$ cat src/rtl/fifo_wr_arbiter_pkg.sv
// fifo_wr_arbiter_pkg: shared constants and state type for the FIFO write arbiter
package fifo_wr_arbiter_pkg;
    localparam int DEF_N_REQ      = 4;
    localparam int DEF_FIFO_WIDTH = 16;
    localparam int DEF_MAX_BURST  = 4;
    typedef enum logic {IDLE, BURST} arb_state_e;
endpackage

$ cat src/rtl/fifo_rr_picker.sv
// fifo_rr_picker: first valid requester at or after rr_ptr, wrapping modulo N_REQ
module fifo_rr_picker #(
    parameter int N_REQ = 4,
    parameter int GW    = $clog2(N_REQ)
) (
    input  logic [N_REQ-1:0] req_valid,
    input  logic [GW-1:0]    rr_ptr,
    output logic             any_valid,
    output logic [GW-1:0]    pick_idx
);
    // scan from farthest to nearest so the nearest valid index wins
    always_comb begin
        any_valid = 1'b0;
        pick_idx  = '0;
        for (int k = N_REQ - 1; k >= 0; k--) begin
            if (req_valid[(int'(rr_ptr) + k) % N_REQ]) begin
                any_valid = 1'b1;
                pick_idx  = GW'((int'(rr_ptr) + k) % N_REQ);
            end
        end
    end
endmodule

$ cat src/rtl/fifo_wr_arbiter.sv
// fifo_wr_arbiter: round-robin burst arbiter sharing one registered FIFO write port
module fifo_wr_arbiter
    import fifo_wr_arbiter_pkg::*;
#(
    parameter int N_REQ      = DEF_N_REQ,
    parameter int FIFO_WIDTH = DEF_FIFO_WIDTH,
    parameter int MAX_BURST  = DEF_MAX_BURST,
    parameter int GW         = $clog2(N_REQ)
) (
    input  logic                        clk,
    input  logic                        rst_n,
    input  logic [N_REQ-1:0]            req_valid,
    input  logic [N_REQ*FIFO_WIDTH-1:0] req_data,
    output logic [N_REQ-1:0]            req_ready,
    output logic                        fifo_wr_en,
    output logic [FIFO_WIDTH-1:0]       fifo_data_in,
    input  logic                        fifo_full,
    input  logic                        fifo_almostfull,
    input  logic                        fifo_wr_ack,
    input  logic                        fifo_overflow,
    output logic [GW-1:0]               grant_id,
    output logic                        busy,
    output logic                        err_overflow
);
    localparam int BW = $clog2(MAX_BURST) + 1;

    arb_state_e            state_q, state_d;
    logic [GW-1:0]         grant_q, grant_d, rr_q, rr_d, pick_idx;
    logic [BW-1:0]         beat_q, beat_d;
    logic                  wr_en_q, wr_en_d, wr_prev_q, err_q, err_d;
    logic [FIFO_WIDTH-1:0] data_q, data_d;
    logic                  any_valid, cur_valid, accept;
    logic                  unused_ack;

    assign unused_ack = fifo_wr_ack;

    fifo_rr_picker #(.N_REQ(N_REQ), .GW(GW)) u_picker (
        .req_valid (req_valid),
        .rr_ptr    (rr_q),
        .any_valid (any_valid),
        .pick_idx  (pick_idx)
    );

    // accept decision, next state, and registered write stage inputs
    always_comb begin
        cur_valid = req_valid[grant_q];
        accept    = (state_q == BURST) & cur_valid & ~fifo_full & ~(fifo_almostfull & wr_en_q);
        req_ready = accept ? N_REQ'(1) << grant_q : '0;
        wr_en_d   = accept;
        data_d    = accept ? req_data[int'(grant_q)*FIFO_WIDTH +: FIFO_WIDTH] : data_q;
        err_d     = err_q | (fifo_overflow & wr_prev_q);
        state_d   = state_q;
        grant_d   = grant_q;
        rr_d      = rr_q;
        beat_d    = beat_q;
        if (state_q == IDLE) begin
            if (any_valid) begin
                state_d = BURST;
                grant_d = pick_idx;
                rr_d    = GW'((int'(pick_idx) + 1) % N_REQ);
                beat_d  = '0;
            end
        end else if (!cur_valid) begin
            state_d = IDLE;
        end else if (accept) begin
            beat_d  = beat_q + 1'b1;
            state_d = (beat_q == BW'(MAX_BURST - 1)) ? IDLE : BURST;
        end
    end

    // state and write-stage registers; reset discards any in-flight write
    always_ff @(posedge clk or negedge rst_n) begin
        if (!rst_n) begin
            state_q   <= IDLE;
            grant_q   <= '0;
            rr_q      <= '0;
            beat_q    <= '0;
            wr_en_q   <= 1'b0;
            wr_prev_q <= 1'b0;
            data_q    <= '0;
            err_q     <= 1'b0;
        end else begin
            state_q   <= state_d;
            grant_q   <= grant_d;
            rr_q      <= rr_d;
            beat_q    <= beat_d;
            wr_en_q   <= wr_en_d;
            wr_prev_q <= wr_en_q;
            data_q    <= data_d;
            err_q     <= err_d;
        end
    end

    assign fifo_wr_en   = wr_en_q;
    assign fifo_data_in = data_q;
    assign grant_id     = grant_q;
    assign busy         = (state_q == BURST);
    assign err_overflow = err_q;
endmodule

$ cat config.mk
export PLATFORM = sky130hd
export DESIGN_NAME = fifo_wr_arbiter
export DESIGN_NICKNAME = d
export VERILOG_FILES = /design/src/rtl/fifo_wr_arbiter_pkg.sv /design/src/rtl/fifo_rr_picker.sv /design/src/rtl/fifo_wr_arbiter.sv
export SDC_FILE = /design/constraint.sdc
export NUM_CORES = 1
export LEC_CHECK = 0
export ABC_AREA = 1
export BUFFER_PORTS_ARGS = -buffer_cell sky130_fd_sc_hd__buf_4
export CAP_MARGIN = 20
export CORE_MARGIN = 8
export CORE_UTILIZATION = 42
export CTS_BUF_LIST = sky130_fd_sc_hd__clkbuf_8
export DETAILED_ROUTE_END_ITERATION = 12
export MAX_ROUTING_LAYER = met4
export PLACE_DENSITY = 0.86
export SLEW_MARGIN = 5
export SYNTH_ARGS = -nofsm -noshare
export SYNTH_HDL_FRONTEND = slang
export SYNTH_SLANG_ARGS = --single-unit
$ cat constraint.sdc
create_clock -name clk -period 1.4 [get_ports clk]
set_input_delay 0.07 -clock clk [delete_from_list [all_inputs] [get_ports clk]]
set_output_delay 0.07 -clock clk [all_outputs]
set_load 0.02 [all_outputs]
==> impl_metrics.toml, run 1 <==
[status]
status = "finished, violations left"
violations = "setup timing"

[sta]
worstMarginPinSlew_ns = 0.3823
final_max_slew_viol_count = 0
rsz0062_at_grt = "yes"
period_minus_slack_ns = 1.707
maxSlewHeadroom_pct = 74.52
setup_ws_ns = -0.3073
setup_viol = 29
hold_violations = 0
clock.fmax_ghz = 0.5857
fin_crit_sh_pct = 122.0
finClkSkew_ns = 0.009932

[place]
dp_hpwl_um = 4656
place_inst = 380
portBuffers = 97
gp_congestion = 0.8381

[routing]
postRouteAntennaNets = 0
drt_iter0_drc = 38
vias = 2054
wl_per_cell_um = 15.58
dr.pass1.iters = 4
drcViolationCount = 0
avgViaCountPerCell = 5.161
wl_um = 6199

[floorplanning]
rows = 24
initial_core_util_pct = 43.08
fp.dieW_um = 82.60
die_y_um = 82.60
fp.dieArea_um2 = 6823
core_area_um2 = 4324
io_pins = 99

[logic_synthesis]
yosysTopAreaCell = "dfrtp_1"
netlist_instances = 224
synth_seq_cells = 27
synth_nets = 300
avgSynthCellArea_um2 = 8.317
ys_seq_area_share_pct = 36.27
netlist_area_um2 = 1863
yosysWarningCount = 0
synth.top_cell.area_share_pct = 36.27
ys_types = 30
synthTopCellsByArea = "dfrtp_1 (36%), nand2_1 (13%), o21ai_2 (8.5%)"

[final_layout]
drive_gt1_share_pct = 64.74
insertedDiodeCount = 0
nFillCells = 343
fin_cells = 398
fin_nets = 423
final_cell_mix = "buf_4 (117), nand2_1 (45), nand2_2 (33), dfrtp_1 (23), o21ai_2 (19)"
syn2layout_area_growth_pct = 67.96
final_util_pct = 72.37
layout_commonest_cell = "buf_4"

[clocking]
numClockSinks = 27
cts_root_buf = "clkbuf_8"
cts_made_buffers = 3
clockBufferDepth = 2
path_clk_slew_ns = 0.09
h-tree-depth = 1
clock_latency_ns = 0.27
cts_tree = "done"

[power]
p_leak_uw = 0.001574
peakVddDrop_mv = 1.119
p_per_area_nw_per_um2 = 2181

[global_routing]
grt_start_max_net_pins = 28
grt_pass1_vias = 2145
grt_pass1_wl_um = 9522
overflow = 0
grt_util_all_layers_pct = 18.34
antenna_found_initial = 0

[critical_path]
start_kind = "register"
path_class = "register to primary output"
cp-end-kind = "primary output"
cp_max_fo = 5
worstPathArrival_ns = 1.64
worstPathRequired_ns = 1.33
reg2reg_slack_ns = -0.30

[hold_path]
worstHoldPathType = "input pin to register"

[run]
maxCapViolCount = 0
-- layer usage --
metal | track usage [%] | vias up | part of all wire (%)
li1 | - | 1005 | -
met1 | 21.45 | 952 | 40
met2 | 30.85 | 89 | 51
met3 | 4.437 | 8 | 7.6
met4 | 4.655 | 0 | 1.4
met5 | - | - | 0
-- layout make-up --
type	count	area [um^2]	share of cell area (%)
clock buffer	3	41.29	1.319
clock inverter	1	3.754	0.1200
inverter	17	83.83	2.679
multi-input combinational	168	1184	37.83
sequential	27	680.7	21.75
tap	52	65.06	2.079
timing repair buffer	130	1071	34.23
-- path summary, 6_finish.rpt --
check,start,end,cells past startpoint
max in group asynchronous,rst_n,rr_q[1],2
min,fifo_overflow,err_overflow,2
min reg2reg,fifo_wr_en,wr_prev_q,0
max,grant_id[0],req_ready[1],8
min in group asynchronous,rst_n,fifo_data_in[2],2
max reg2reg,grant_id[0],fifo_data_in[6],10
-- sequential cells by signal, summed over array words and instances, names as in the netlist --
signal        flops
busy              1
fifo_wr_en        1
wr_prev_q         1
err_overflow      1
beat_q            3
rr_q              2
fifo_data_in     16
grant_id          2
-- report_power, final --
| group | switching (uW) | total [uW] | internal, uW |
|---|---|---|---|
| sequential | 340 | 1460 | 1120 |
| clock | 231 | 428 | 196 |
| combinational | 2730 | 4940 | 2210 |
| total | 3300 | 6830 | 3520 |
-- worst max-delay path, cell delays in order (launching register included) --
cell and delay [ns]:
dfrtp_2 0.45, buf_4 0.15, nor2_4 0.09, a22oi_2 0.08, o221ai_4 0.08, nand3_4 0.15, buf_8 0.16, nor2_4 0.07
buf_6 0.12
-- metrics by stage --
step / cell area (um^2) / TNS (ns) / hold slack (ns) / setup slack [ns] / total power, uW
floorplan: 1884 / -2.299 / -0.2256 / -0.2114 / 4137
global placement: 2725 / -0.9926 / 0.001836 / -0.09319 / 5322
detailed placement: 2725 / -1.974 / 0.005516 / -0.1278 / 5424
CTS: 2937 / -5.331 / 0.003426 / -0.3214 / 6250
global route: 3129 / -8.388 / 0.01399 / -0.3761 / 7360
finish: 3129 / -6.360 / 0.009385 / -0.3073 / 6826
-- kinds of logic (layout without fill, tap and decap cells) --
| group | after synthesis | after routing | synth area share (%) |
|---|---|---|---|
| AOI/OAI and AO/OA | 61 | 61 | 24.65 |
| buffers and inverters | 29 | 151 | 9.335 |
| DFF | 27 | 27 | 36.27 |
| and+or+nand+nor | 105 | 105 | 28.41 |
| adders and majority gates | 2 | 2 | 1.343 |
-- Yosys cell counts (all sizes together) --
library cell  instances
a21o                  1
a21oi                19
a221oi               16
a22oi                 1
buf                   9
clkbuf                3
dfrtp                27
ha                    2
inv                  17
nand2                85
nand3                14
nand3b                1
nor2                  4
nor3                  1
o21a                  1
o21ai                22
o221ai                1
-- repair_timing --
action | 4_1_cts | 5_1_grt
buffers inserted | 9 | 4
hold endpoints to repair | 27 | 0
gates resized for setup | 15 | 41
hold buffers | 1 | 0
gates cloned | 0 | 0
pin swaps | 4 | 13
endpoints found under the setup margin | 28 | 29
No activity file was read; power rests on OpenSTA's default activity.
==> inputs of run 2 (changes only) <==
--- a/config.mk
+++ b/config.mk
@@ -12,6 +12,7 @@
 export CORE_UTILIZATION = 42
 export CTS_BUF_LIST = sky130_fd_sc_hd__clkbuf_8
 export DETAILED_ROUTE_END_ITERATION = 12
+export HOLD_SLACK_MARGIN = 0.03
 export MAX_ROUTING_LAYER = met4
 export PLACE_DENSITY = 0.86
 export SLEW_MARGIN = 5
==> impl_metrics.toml, run 2 (synthesized netlist as in run 1, its figures left out) <==
[status]
status = "finished, violations left"
violations = "setup timing"

[routing]
wl_per_cell_um = 15.52
wl_um = 6192
drt_iter0_drc = 47
dr.pass1.iters = 4
drcViolationCount = 0
vias = 2053
avgViaCountPerCell = 5.145
postRouteAntennaNets = 0

[hold_path]
min_path_cells = 3
worstHoldPathType = "input pin to register"
min_to = "fifo_data_in[13]"
hold_start = "req_data[61]"

[final_layout]
syn2layout_area_growth_pct = 68.50
final_cell_mix = "buf_4 (117), nand2_1 (45), nand2_2 (33), dfrtp_1 (23), o21ai_2 (19)"
multiInputGateArea_um2 = 1184
drive_gt1_share_pct = 64.55
insertedDiodeCount = 0
seq_area_um2 = 680.7
design_area_um2 = 3139
nFillCells = 342
final_util_pct = 72.60
fin_nets = 424
largest_reg_flops = 16
layout_commonest_cell = "buf_4"

[sta]
setup_viol = 29
hold_ws_ns = 0.08985
setup_ws_ns = -0.3072
rsz0062_at_grt = "yes"
maxSlewHeadroom_pct = 74.64
hold_violations = 0
period_minus_slack_ns = 1.707
worstMarginPinSlew_ns = 0.3804
finClkSkew_ns = 0.009714
clock.fmax_ghz = 0.5857
finalSetupTns_ns = -6.359
fin_crit_sh_pct = 121.9
final_max_slew_viol_count = 0

[clocking]
clock_latency_ns = 0.27
cts_tree = "done"
numClockSinks = 27
clockBufferDepth = 2
h-tree-depth = 1
cts_made_buffers = 3
path_clk_slew_ns = 0.09
cts_root_buf = "clkbuf_8"

[power]
p_leak_uw = 0.001579
p_total_uw = 6830
p_per_area_nw_per_um2 = 2176
peakVddDrop_mv = 1.119

[place]
dpl_cell_area_um2 = 2725
portBuffers = 97
dp_hpwl_um = 4656
gp_congestion = 0.8381

[floorplanning]
die_y_um = 82.60
io_pins = 99
fp.dieArea_um2 = 6823
initial_core_util_pct = 43.08
fp.dieW_um = 82.60
rows = 24
core_area_um2 = 4324

[critical_path]
cp_max_fo = 5
path_class = "register to primary output"
reg2reg_slack_ns = -0.30
worstPathRequired_ns = 1.33
r2r-start = "grant_id[0]"
start_kind = "register"
cp-end-kind = "primary output"
ff2ff_path_depth = 10
r2r-end = "fifo_data_in[6]"
worstPathArrival_ns = 1.64

[run]
maxCapViolCount = 0

[global_routing]
antenna_found_initial = 0
grt_util_all_layers_pct = 18.34
grt_start_max_net_pins = 28
grt_pass1_vias = 2145
overflow = 0
grt_pass1_wl_um = 9522
[run 2: per-layer routing]
layer  vias to the layer above  GRT usage, %  share of wire [%]
li1                       1007             -                  -
met1                       948         21.52                 40
met2                        90         30.85                 50
met3                         8         4.329                7.7
met4                         0         4.655                1.4
met5                         -             -                  0
[run 2: timing repair]
action                                  in CTS  in global routing
setup buffers                                9                  4
endpoints found under the setup margin      28                 29
gates resized for setup                     15                 41
pin swaps                                    4                 13
hold buffers                                 2                  0
endpoints found under the hold margin       28                  0
[run 2: cell type report]
| class | instances | share of cell area [%] |
|---|---|---|
| inverter | 17 | 2.670 |
| timing repair buffer | 131 | 34.44 |
| tap | 52 | 2.073 |
| multi-input combinational | 168 | 37.70 |
| clock inverter | 1 | 0.1196 |
| clock buffer | 3 | 1.315 |
| sequential | 27 | 21.68 |
[run 2: worst max-delay path by stage]
stage                startpoint                to  slack, ns  cells after the start
finish              grant_id[0]      req_ready[1]      -0.31                      8
global route        grant_id[0]      req_ready[3]      -0.38                      8
CTS                 grant_id[1]      req_ready[1]      -0.32                      7
detailed placement  grant_id[0]  fifo_data_in[11]      -0.13                      8
global placement        rr_q[0]       grant_id[0]      -0.09                     10
floorplan           grant_id[1]      req_ready[2]      -0.21                      8
[run 2: worst max-delay path, cell delays in order (launching register included)]
cell and delay, ns:
dfrtp_2 0.45, buf_4 0.15, nor2_4 0.09, a22oi_2 0.08, o221ai_4 0.08, nand3_4 0.15
buf_8 0.16, nor2_4 0.07, buf_6 0.12
[run 2: where the power goes]
part | switching (uW) | total (uW) | internal, uW
Combinational | 2740 | 4940 | 2210
Sequential | 339 | 1460 | 1120
Clock | 231 | 427 | 196
Total | 3310 | 6830 | 3520
[run 2: stage by stage]
step           cells  setup slack (ns)
3_5_place_dp     380           -0.1278
4_1_cts          395           -0.3214
2_1_floorplan    224           -0.2114
6_report         399           -0.3072
3_3_place_gp     380          -0.09319
5_1_grt          399           -0.3761
==> inputs of run 3 (changes only) <==
--- a/config.mk
+++ b/config.mk
@@ -18,4 +18,5 @@
 export SLEW_MARGIN = 5
 export SYNTH_ARGS = -nofsm -noshare
 export SYNTH_HDL_FRONTEND = slang
+export SYNTH_HIERARCHICAL = 1
 export SYNTH_SLANG_ARGS = --single-unit
==> impl_metrics.toml, run 3 <==
[place]
gp_congestion = 0.8821
portBuffers = 97
dp_hpwl_um = 5005

[logic_synthesis]
synth_nets = 345
netlist_instances = 269
yosys-top-cells-count = "nand2_1 (89), nand3_1 (74), dfrtp_1 (27), nand4_1 (16), inv_1 (12)"
yosysTopAreaCell = "dfrtp_1"
ys_seq_area_share_pct = 36.86
netlist_area_um2 = 1833
avgSynthCellArea_um2 = 6.814
yosysWarningCount = 6
yosysMostFrequentCell = "nand2_1"
synthFlopType = "dfrtp_1"
async_flop_share_pct = 100.0
ys_types = 25
synth.top_cell.area_share_pct = 36.86
synth_seq_cells = 27
synth-edff-count = 0
synthTopCellsByArea = "dfrtp_1 (37%), nand3_1 (20%), nand2_1 (18%)"

[critical_path]
reg2reg_slack_ns = -0.16
worstPathRequired_ns = 1.33
crit_start = "grant_id[0]"
endpoint = "req_ready[2]"
cp_max_fo = 5
cp-end-kind = "primary output"
worstPathCellList = "clkinv_4 -> nand2_2 -> nand2_1 -> nand2_1 -> nand2_2 -> nand3_4 -> buf_12 -> nor3_4 -> buf_6"
start_kind = "register"
slowest_stage = "dfrtp_2"
r2r-end = "rr_q[1]"
worstPathArrival_ns = 1.54
r2r-start = "rr_q[0]"
path_class = "register to primary output"
ff2ff_path_depth = 12
cpPeakStageDelay_ns = 0.46

[final_layout]
nFillCells = 357
syn2layout_area_growth_pct = 62.12
insertedDiodeCount = 0
layout_commonest_cell = "buf_4"
drive_gt1_share_pct = 43.20
fin_nets = 452
final_cell_mix = "buf_4 (107), nand2_1 (77), nand3_1 (72), dfrtp_1 (26), nand4_1 (16)"
final_util_pct = 69.20
largest_reg_flops = 16

[clocking]
cts_tree = "done"
cts_root_buf = "clkbuf_8"
clockBufferDepth = 2
clock_latency_ns = 0.27
path_clk_slew_ns = 0.09
h-tree-depth = 1
cts_made_buffers = 3
numClockSinks = 27

[sta]
setup_ws_ns = -0.2111
rsz0062_at_grt = "yes"
fin_crit_sh_pct = 115.1
clock.fmax_ghz = 0.6207
period_minus_slack_ns = 1.611
hold_violations = 0
finClkSkew_ns = 0.004660
maxSlewHeadroom_pct = 76.55
setup_viol = 25
worstMarginPinSlew_ns = 0.3518
final_max_slew_viol_count = 0
hold_ws_ns = 0.1326

[floorplanning]
fp.dieArea_um2 = 6734
fp.dieW_um = 82.06
die_y_um = 82.06
initial_core_util_pct = 42.69
core_area_um2 = 4294
rows = 24
io_pins = 99

[power]
p_per_area_nw_per_um2 = 2006
p_leak_uw = 0.001566
peakVddDrop_mv = 1.123

[routing]
vias = 2288
wl_um = 6596
postRouteAntennaNets = 0
drcViolationCount = 0
avgViaCountPerCell = 5.358
dr.pass1.iters = 5
drt_iter0_drc = 89
wl_per_cell_um = 15.45

[global_routing]
grt_start_max_net_pins = 35
grt_util_all_layers_pct = 18.92
antenna_found_initial = 0
overflow = 0
grt_pass1_wl_um = 9915
grt_pass1_vias = 2160

[status]
violations = "setup timing"
status = "finished, violations left"

[run]
maxCapViolCount = 0

[hold_path]
worstHoldPathType = "input pin to register"
-- run 3: cell count changes after synthesis, moves of 4 or more --
cell,previous run,this run
inv_2,6,2
clkbuf_1,3,10
nand3_1,11,74
a21oi_1,18,2
nand4_1,0,16
nand2_1,63,89
a221oi_1,16,0
nand2_2,21,4
nor3_1,0,4
nor2_1,1,7
o21ai_2,18,1
-- run 3: cells by family (layout without fill, tap and decap cells) --
| group | Yosys count | count (layout) | synth area share (%) |
|---|---|---|---|
| adders and majority gates | 2 | 2 | 1.365 |
| AOI/OAI and AO/OA | 9 | 9 | 3.004 |
| DFF | 27 | 27 | 36.86 |
| buffers and inverters | 35 | 141 | 9.556 |
| and+or+nand+nor | 196 | 196 | 49.22 |
-- run 3: metal layers --
layer / global-route usage, % / vias up / share of wire [%]
met4: 5.789 / 0 / 1.4
li1: - / 1114 / -
met3: 1.422 / 10 / 7.2
met5: - / - / 0
met2: 30.07 / 120 / 50
met1: 25.00 / 1044 / 41
-- run 3: report_power, final --
group	total, uW	switching [uW]	leakage, uW	internal [uW]
Sequential	1400	282	0.000339	1120
Clock	437	237	0.0000255	199
Combinational	4120	2460	0.00120	1660
Total	5960	2980	0.00157	2980
-- run 3: worst min path at each step --
stage	from	to	slack (ns)	depth (start not counted)
2_1_floorplan	rst_n	beat_q[0]	-0.23	0
3_3_place_gp	rst_n	fifo_data_in[3]	-0.003	1
3_5_place_dp	rst_n	fifo_data_in[0]	0.0009	1
4_1_cts	req_data[13]	fifo_data_in[13]	0.14	5
5_1_grt	req_data[7]	fifo_data_in[7]	0.18	5
6_report	req_data[13]	fifo_data_in[13]	0.13	5
-- run 3: through the flow --
step	area [um^2]	instances	worst slack, ns	power, uW	setup TNS, ns
after detailed placement	2690	414	-0.1289	4976	-0.3052
after global placement	2690	414	-0.05087	4874	-0.05860
after CTS	2835	423	-0.2346	5627	-1.449
after global routing	2972	427	-0.3099	6424	-5.601
final	2972	427	-0.2111	5962	-3.114
after floorplan	1883	269	-0.04696	3756	-0.2304
-- run 3: timing repair --
| item | CTS | global route |
|---|---|---|
| endpoints found under the setup margin | 11 | 28 |
| pin swaps | 4 | 7 |
| hold buffers | 2 | 0 |
| setup buffers | 3 | 2 |
| cloned | 0 | 2 |
| hold endpoints to repair | 28 | 0 |
| resized for setup | 21 | 25 |
-- run 3: critical path, delay by kind of cell, from the launching register on --
| family | cells | cell delay (ns) |
|---|---|---|
| buffers and inverters | 3 | 0.36 |
| flip-flops | 1 | 0.46 |
| AND/OR/NAND/NOR | 6 | 0.45 |
-- run 3: final cells by class --
type	instances	area, um^2	share of cell area (%)
sequential	27	676.9	22.78
multi-input combinational	207	1114	37.47
clock buffer	3	41.29	1.389
timing repair buffer	119	970.9	32.67
timing repair inverter	1	16.27	0.5474
clock inverter	1	5.005	0.1684
tap	52	65.06	2.189
inverter	17	82.58	2.779
